`src/rtl/vram_arbiter.sv`:
```
// Frame-buffer RAM arbiter: display scan-out (absolute priority), one pixel writer, frame-clear engine.
// Optional double-buffering is enabled by defining VRAM_DBUF_EN.
module vram_arbiter #(
  parameter int FB_W       = 160,
  parameter int FB_H       = 120,
  parameter int SCALE_LOG2 = 2,
  parameter int ADDR_W     = 15,
  parameter int COLOR_W    = 12
) (
  input  logic               clk,
  input  logic               reset_n,
  input  logic               video_on,
  input  logic [9:0]         pixel_x,
  input  logic [9:0]         pixel_y,
  input  logic               wr_valid,
  input  logic [7:0]         wr_x,
  input  logic [6:0]         wr_y,
  input  logic [COLOR_W-1:0] wr_data,
  output logic               wr_ready,
  input  logic               clear_req,
  input  logic [COLOR_W-1:0] clear_color,
  output logic               clear_busy,
  output logic               clear_done,
`ifdef VRAM_DBUF_EN
  input  logic               swap_req,
  output logic               disp_bank,
  output logic [ADDR_W:0]    mem_addr,
`else
  output logic [ADDR_W-1:0]  mem_addr,
`endif
  output logic               mem_we,
  output logic [COLOR_W-1:0] mem_wdata,
  input  logic [COLOR_W-1:0] mem_rdata,
  output logic [COLOR_W-1:0] pixel_rgb,
  output logic               pixel_valid
);

`ifdef VRAM_DBUF_EN
  localparam int MA_W = ADDR_W + 1;
`else
  localparam int MA_W = ADDR_W;
`endif

  localparam int                CELLS     = FB_W * FB_H;
  localparam logic [ADDR_W-1:0] LAST_CELL = ADDR_W'(CELLS - 1);

  typedef enum logic [0:0] {ST_IDLE, ST_CLEAR} state_t;

  // row * FB_W as a sum of shifted copies; FB_W is constant so this is a fixed adder tree
  function automatic logic [ADDR_W-1:0] row_base(input logic [ADDR_W-1:0] row);
    logic [ADDR_W-1:0] acc;
    acc = '0;
    for (int i = 0; i < 31; i++) begin
      if (((FB_W >> i) & 1) != 0) acc = acc + (row << i);
    end
    return acc;
  endfunction

  state_t               r_state;
  logic [ADDR_W-1:0]    r_clr_cnt;
  logic [COLOR_W-1:0]   r_clr_color;
  logic                 r_clear_busy;
  logic                 r_clear_done;
  logic [MA_W-1:0]      r_mem_addr;
  logic                 r_mem_we;
  logic [COLOR_W-1:0]   r_mem_wdata;
  logic                 r_slot_p0;
  logic                 r_slot_p1;
  logic                 r_vld_p0;
  logic                 r_vld_p1;
  logic [COLOR_W-1:0]   r_pixel_rgb;
  logic                 r_pixel_valid;

  logic                 w_slot;
  logic [ADDR_W-1:0]    w_disp_addr;
  logic [ADDR_W-1:0]    w_wr_addr;
  logic                 w_wr_inrange;
  logic                 w_wr_fire;
  logic [MA_W-1:0]      w_rd_full;
  logic [MA_W-1:0]      w_wr_full;
  logic [MA_W-1:0]      w_clr_full;

  assign w_slot       = video_on && (pixel_x[SCALE_LOG2-1:0] == '0);
  assign w_disp_addr  = row_base(ADDR_W'(pixel_y >> SCALE_LOG2)) + ADDR_W'(pixel_x >> SCALE_LOG2);
  assign w_wr_addr    = row_base(ADDR_W'(wr_y)) + ADDR_W'(wr_x);
  assign w_wr_inrange = (int'(wr_x) < FB_W) && (int'(wr_y) < FB_H);

  // Reset gating keeps wr_ready low while the block is held in reset
  assign wr_ready  = reset_n && (r_state == ST_IDLE) && !w_slot;
  assign w_wr_fire = wr_valid && wr_ready;

`ifdef VRAM_DBUF_EN
  logic r_disp_bank;
  logic r_swap_pend;
  logic w_swap_point;

  assign w_swap_point = (pixel_y == 10'd480) && (pixel_x == 10'd0);
  assign w_rd_full    = {r_disp_bank, w_disp_addr};
  assign w_wr_full    = {~r_disp_bank, w_wr_addr};
  assign w_clr_full   = {~r_disp_bank, r_clr_cnt};
  assign disp_bank    = r_disp_bank;

  // Pending swaps merge; the bank flips at the start of vertical blanking
  always_ff @(posedge clk) begin
    if (!reset_n) begin
      r_disp_bank <= 1'b0;
      r_swap_pend <= 1'b0;
    end else if (w_swap_point && r_swap_pend) begin
      r_disp_bank <= ~r_disp_bank;
      r_swap_pend <= 1'b0;
    end else if (swap_req) begin
      r_swap_pend <= 1'b1;
    end
  end
`else
  assign w_rd_full  = w_disp_addr;
  assign w_wr_full  = w_wr_addr;
  assign w_clr_full = r_clr_cnt;
`endif

  always_ff @(posedge clk) begin
    if (!reset_n) begin
      r_state       <= ST_IDLE;
      r_clr_cnt     <= '0;
      r_clr_color   <= '0;
      r_clear_busy  <= 1'b0;
      r_clear_done  <= 1'b0;
      r_mem_addr    <= '0;
      r_mem_we      <= 1'b0;
      r_mem_wdata   <= '0;
      r_slot_p0     <= 1'b0;
      r_slot_p1     <= 1'b0;
      r_vld_p0      <= 1'b0;
      r_vld_p1      <= 1'b0;
      r_pixel_rgb   <= '0;
      r_pixel_valid <= 1'b0;
    end else begin
      r_mem_we     <= 1'b0;
      r_clear_done <= 1'b0;

      // p0: slot/video_on captured alongside the read address going out
      r_slot_p0 <= w_slot;
      r_vld_p0  <= video_on;
      // p1: RAM data for the slot arrives during this stage
      r_slot_p1 <= r_slot_p0;
      r_vld_p1  <= r_vld_p0;
      // p2: output register; colour is held across the remaining pixels of the cell
      r_pixel_valid <= r_vld_p1;
      if (!r_vld_p1) begin
        r_pixel_rgb <= '0;
      end else if (r_slot_p1) begin
        r_pixel_rgb <= mem_rdata;
      end

      if (w_slot) begin
        r_mem_addr <= w_rd_full;
      end

      case (r_state)
        ST_IDLE: begin
          if (w_wr_fire && w_wr_inrange) begin
            r_mem_we    <= 1'b1;
            r_mem_addr  <= w_wr_full;
            r_mem_wdata <= wr_data;
          end
          if (clear_req) begin
            r_state      <= ST_CLEAR;
            r_clr_cnt    <= '0;
            r_clr_color  <= clear_color;
            r_clear_busy <= 1'b1;
          end
        end
        ST_CLEAR: begin
          if (!w_slot) begin
            r_mem_we    <= 1'b1;
            r_mem_addr  <= w_clr_full;
            r_mem_wdata <= r_clr_color;
            if (r_clr_cnt == LAST_CELL) begin
              r_state      <= ST_IDLE;
              r_clr_cnt    <= '0;
              r_clear_busy <= 1'b0;
              r_clear_done <= 1'b1;
            end else begin
              r_clr_cnt <= r_clr_cnt + 1'b1;
            end
          end
        end
        default: r_state <= ST_IDLE;
      endcase
    end
  end

  assign clear_busy  = r_clear_busy;
  assign clear_done  = r_clear_done;
  assign mem_addr    = r_mem_addr;
  assign mem_we      = r_mem_we;
  assign mem_wdata   = r_mem_wdata;
  assign pixel_rgb   = r_pixel_rgb;
  assign pixel_valid = r_pixel_valid;

endmodule

```
`config.mk`:
```
export PLATFORM = sky130hd
export DESIGN_NAME = vram_arbiter
export DESIGN_NICKNAME = d
export VERILOG_FILES = /design/src/rtl/vram_arbiter.sv
export SDC_FILE = /design/constraint.sdc
export NUM_CORES = 1
export LEC_CHECK = 0
export CAP_MARGIN = 20
export CORE_ASPECT_RATIO = 0.7
export CORE_MARGIN = 2
export CORE_UTILIZATION = 40
export DETAILED_ROUTE_END_ITERATION = 6
export HOLD_SLACK_MARGIN = 0.06
export PLACE_DENSITY = 0.71
export SETUP_SLACK_MARGIN = 0.2
export SLEW_MARGIN = 20
export SYNTH_ARGS = -nofsm -noshare
export SYNTH_HDL_FRONTEND = slang
export SYNTH_SLANG_ARGS = --single-unit
```
`constraint.sdc`:
```
create_clock -name clk -period 2.3 [get_ports clk]
set_input_delay 0.23 -clock clk [delete_from_list [all_inputs] [get_ports clk]]
set_output_delay 0.23 -clock clk [all_outputs]
set_load 0.02 [all_outputs]
```
==> impl_metrics.toml <==
[drt]
vias_per_cell = 5.26
ant_nets = 0
first_pass_iters = 5
via_count = 4209
drtIter0Drc = 308
routed_wl_um = 12600
wl_per_cell_um = 15.7
drc_errors = 0

[critical_path]
reg2reg_to = "mem_addr[12]$_SDFF_PN0_"
start_kind = "input pin"
critical_path_required_ns = 2.51
worstReg2RegStart = "r_state$_SDFF_PN0_"
cp.arrival_ns = 2.37
critPathKind = "in2reg"
critPathBufInv = 3
cpMostUsedCell = "inv_2"
rr_worst_depth = 4
cpPeakStageDelay_ns = 0.54
worst-path-max-fanout = 2
r2r_setup_slack_ns = 0.39
cpMaxStageDelayCell = "fa_1"
crit_chain = "buf_6, inv_2, fa_1, inv_2, ha_4, a211o_1, a211oi_2, o21bai_1, mux2i_1, o311a_1"
endpoint_kind = "register"
crit_family = "compound AO/OA/AOI/OAI gates"

[placed_design]
dp_cells = 782
gp_congestion = 0.873
portBuffers = 117
place_hpwl_um = 9200

[grt]
grtUsageTotal = 0.212
antenna_found_initial = 0
grt_pass1_wl_um = 19900
grt_max_degree = 29
grt_remaining_overflow = 0
grt_pass1_vias = 4115

[power_and_ir_drop]
p_per_area_nw_per_um2 = 624
power_mw = 4.00
leakage_nw = 2.55
ir_drop_v = 0.000402

[layout]
drive_gt1_frac = 0.174
fillCellCount = 896
layout.nets = 772
diodes = 0
synthToLayoutAreaGrowth_pct = 49.8
final_util = 0.617
final_cells = 800

[floorplanning]
core-area_um2 = 10400
core.rowCount = 31
die_area_um2 = 11600
start_util = 0.412
ios = 120
die-height_um = 90.5
die_x_um = 128

[clock_tree]
cts_made_buffers = 9
ctsLongestPathBuffers = 2
hold_buffers = 0
cts.sinks = 75
clk_pin_slew_ns = 0.06
insertion_delay_ns = 0.33
cts-htree-levels = 3
root_buffer = "clkbuf_16"
cts_tree = "done"

[synthesis]
synth-main-ff-cell = "dfxtp_1"
synth_area_per_cell_um2 = 8.37
synth_cell_types = 61
syn_area_um2 = 4280
synth_edf_count = 0
ys_warn_count = 0
synth_cells = 511
seq_area_frac_synth = 0.351
synth_nets = 620
ys_ff_latch = 75
async_reset_ff_frac = 0

[sta]
fin_skew_ns = 0.00647
min_period_ns = 2.16
setup_viol = 0
rsz0062_at_grt = "yes"
maxSlewHeadroom = 0.351
fmax_ghz = 0.464
hold_viol = 0
period_share = 0.938
tightest_slew_ns = 0.970
drv_slew = 0

[min_path]
whs_endpoint = "mem_addr[5]$_SDFF_PN0_"
min_from = "wr_x[5]"
min_path_cells = 4
hold_path_class = "in2reg"

[run_status]
outcome = "complete, no violations"

[run]
drv_cap = 0
[per-layer routing]
metal	part of all wire	global-route usage	vias up
met1	0.46	0.280	1936
li1	-	-	2114
met4	0.013	0.0495	0
met5	0	0	-
met3	0.063	0.0551	19
met2	0.46	0.349	140
[how the worst max path moves through the flow]
stage | to | from | cells past startpoint | slack (ns)
after floorplan | mem_addr[13]$_SDFF_PN0_ | pixel_y[4] | 9 | 0.11
after global placement | mem_addr[13]$_SDFF_PN0_ | pixel_y[4] | 10 | -0.58
after detailed placement | mem_addr[13]$_SDFF_PN0_ | pixel_y[4] | 10 | -0.63
after CTS | mem_addr[12]$_SDFF_PN0_ | wr_x[5] | 10 | 0.21
after global routing | mem_addr[13]$_SDFF_PN0_ | pixel_x[9] | 10 | 0.11
final | mem_addr[13]$_SDFF_PN0_ | pixel_x[9] | 10 | 0.14
[layout make-up]
type / instances / area [um2] / area share
sequential: 75 / 1500 / 0.234
inverter: 23 / 93.8 / 0.0146
timing repair buffer: 166 / 1550 / 0.242
tap: 132 / 165 / 0.0258
multi-input combinational: 388 / 2750 / 0.429
clock buffer: 9 / 225 / 0.0351
clock inverter: 7 / 116 / 0.0182
[registers in the layout, indices dropped and copies added, names as in the netlist]
name         flops
r_slot_p1        1
pixel_valid      1
r_slot_p0        1
r_clr_cnt       15
r_state          1
clear_done       1
clear_busy       1
r_vld_p0         1
pixel_rgb       12
mem_addr        15
r_vld_p1         1
mem_we           1
r_clr_color     12
mem_wdata       12
[synthesized netlist by cell type, drive strengths merged, types with 3 or more instances]
library cell	instances	share of area
dfxtp	75	0.35
nor4	3	0.0044
clkbuf	11	0.0096
inv	21	0.018
a31oi	4	0.0058
a21oi	35	0.042
a211o	3	0.0061
fa	4	0.019
ha	29	0.085
and3	5	0.0085
or2	3	0.0044
mux2i	34	0.080
nand2	69	0.061
o31ai	4	0.0070
a22oi	3	0.0053
a211oi	17	0.030
nand3	14	0.018
nor2	56	0.049
and2	9	0.013
buf	14	0.023
nand4	6	0.0088
o21ai	27	0.032
o311a	3	0.0070
nor3	9	0.011
xnor2	6	0.012
a21o	4	0.0070
xor2	10	0.020
[stage by stage]
stage	hold slack (ns)	setup WS [ns]	area [um2]	TNS [ns]
floorplan	0.357	0.105	4320	0
global placement	0.416	-0.577	5900	-3.66
detailed placement	0.425	-0.625	5900	-3.92
CTS	0.439	0.208	6290	0
global route	0.384	0.108	6410	0
finish	0.357	0.143	6410	0
[power by group]
part           internal [mW]  total [mW]  switching (mW)
Sequential              1.36        1.40          0.0385
Clock                   1.06        1.59           0.530
Combinational          0.520        1.02           0.498
Total                   2.94        4.00            1.07
[timing repair]
| action | CTS | global route |
|---|---|---|
| buffers inserted | 1 | 1 |
| gates cloned | 0 | 0 |
| pin swaps | 24 | 20 |
| resized for setup | 39 | 29 |
| endpoints found under the setup margin | 9 | 6 |
[worst min-delay path, stage by stage]
cell and delay [ns]:
dlymetal6s2s_1 0.11, ha_2 0.15, mux2i_1 0.05, a21oi_1 0.11
[cell usage in the layout (no fill, tap or decap), types with 4 or more instances in the layout]
cell type,n
dfxtp_1,74
and3_1,4
o21ai_1,4
clkbuf_16,9
a21oi_2,4
nand3_1,13
mux2i_1,34
ha_1,18
a21o_1,4
a21oi_1,31
nor3_1,9
a211oi_1,13
and2_1,8
nor2_1,56
ha_4,8
xnor2_1,5
inv_2,6
inv_1,14
dlygate4sd2_1,5
nand4_1,6
clkdlybuf4s50_1,103
nand2_1,69
o21ai_0,21
xor2_1,10
buf_4,47
[logic make-up (layout without fill, tap and decap cells)]
group                    after synthesis  after routing  synth area share
AND/OR/NAND/NOR                      188            188             0.204
AO/OA/AOI/OAI                        117            117             0.176
flip-flops                            75             75             0.351
buffers and inverters                 48            205            0.0532
multiplexers                          34             34            0.0795
adder cells (fa/ha/maj)               33             33             0.104
XOR/XNOR                              16             16            0.0327
No activity file was read; power rests on OpenSTA's default activity.
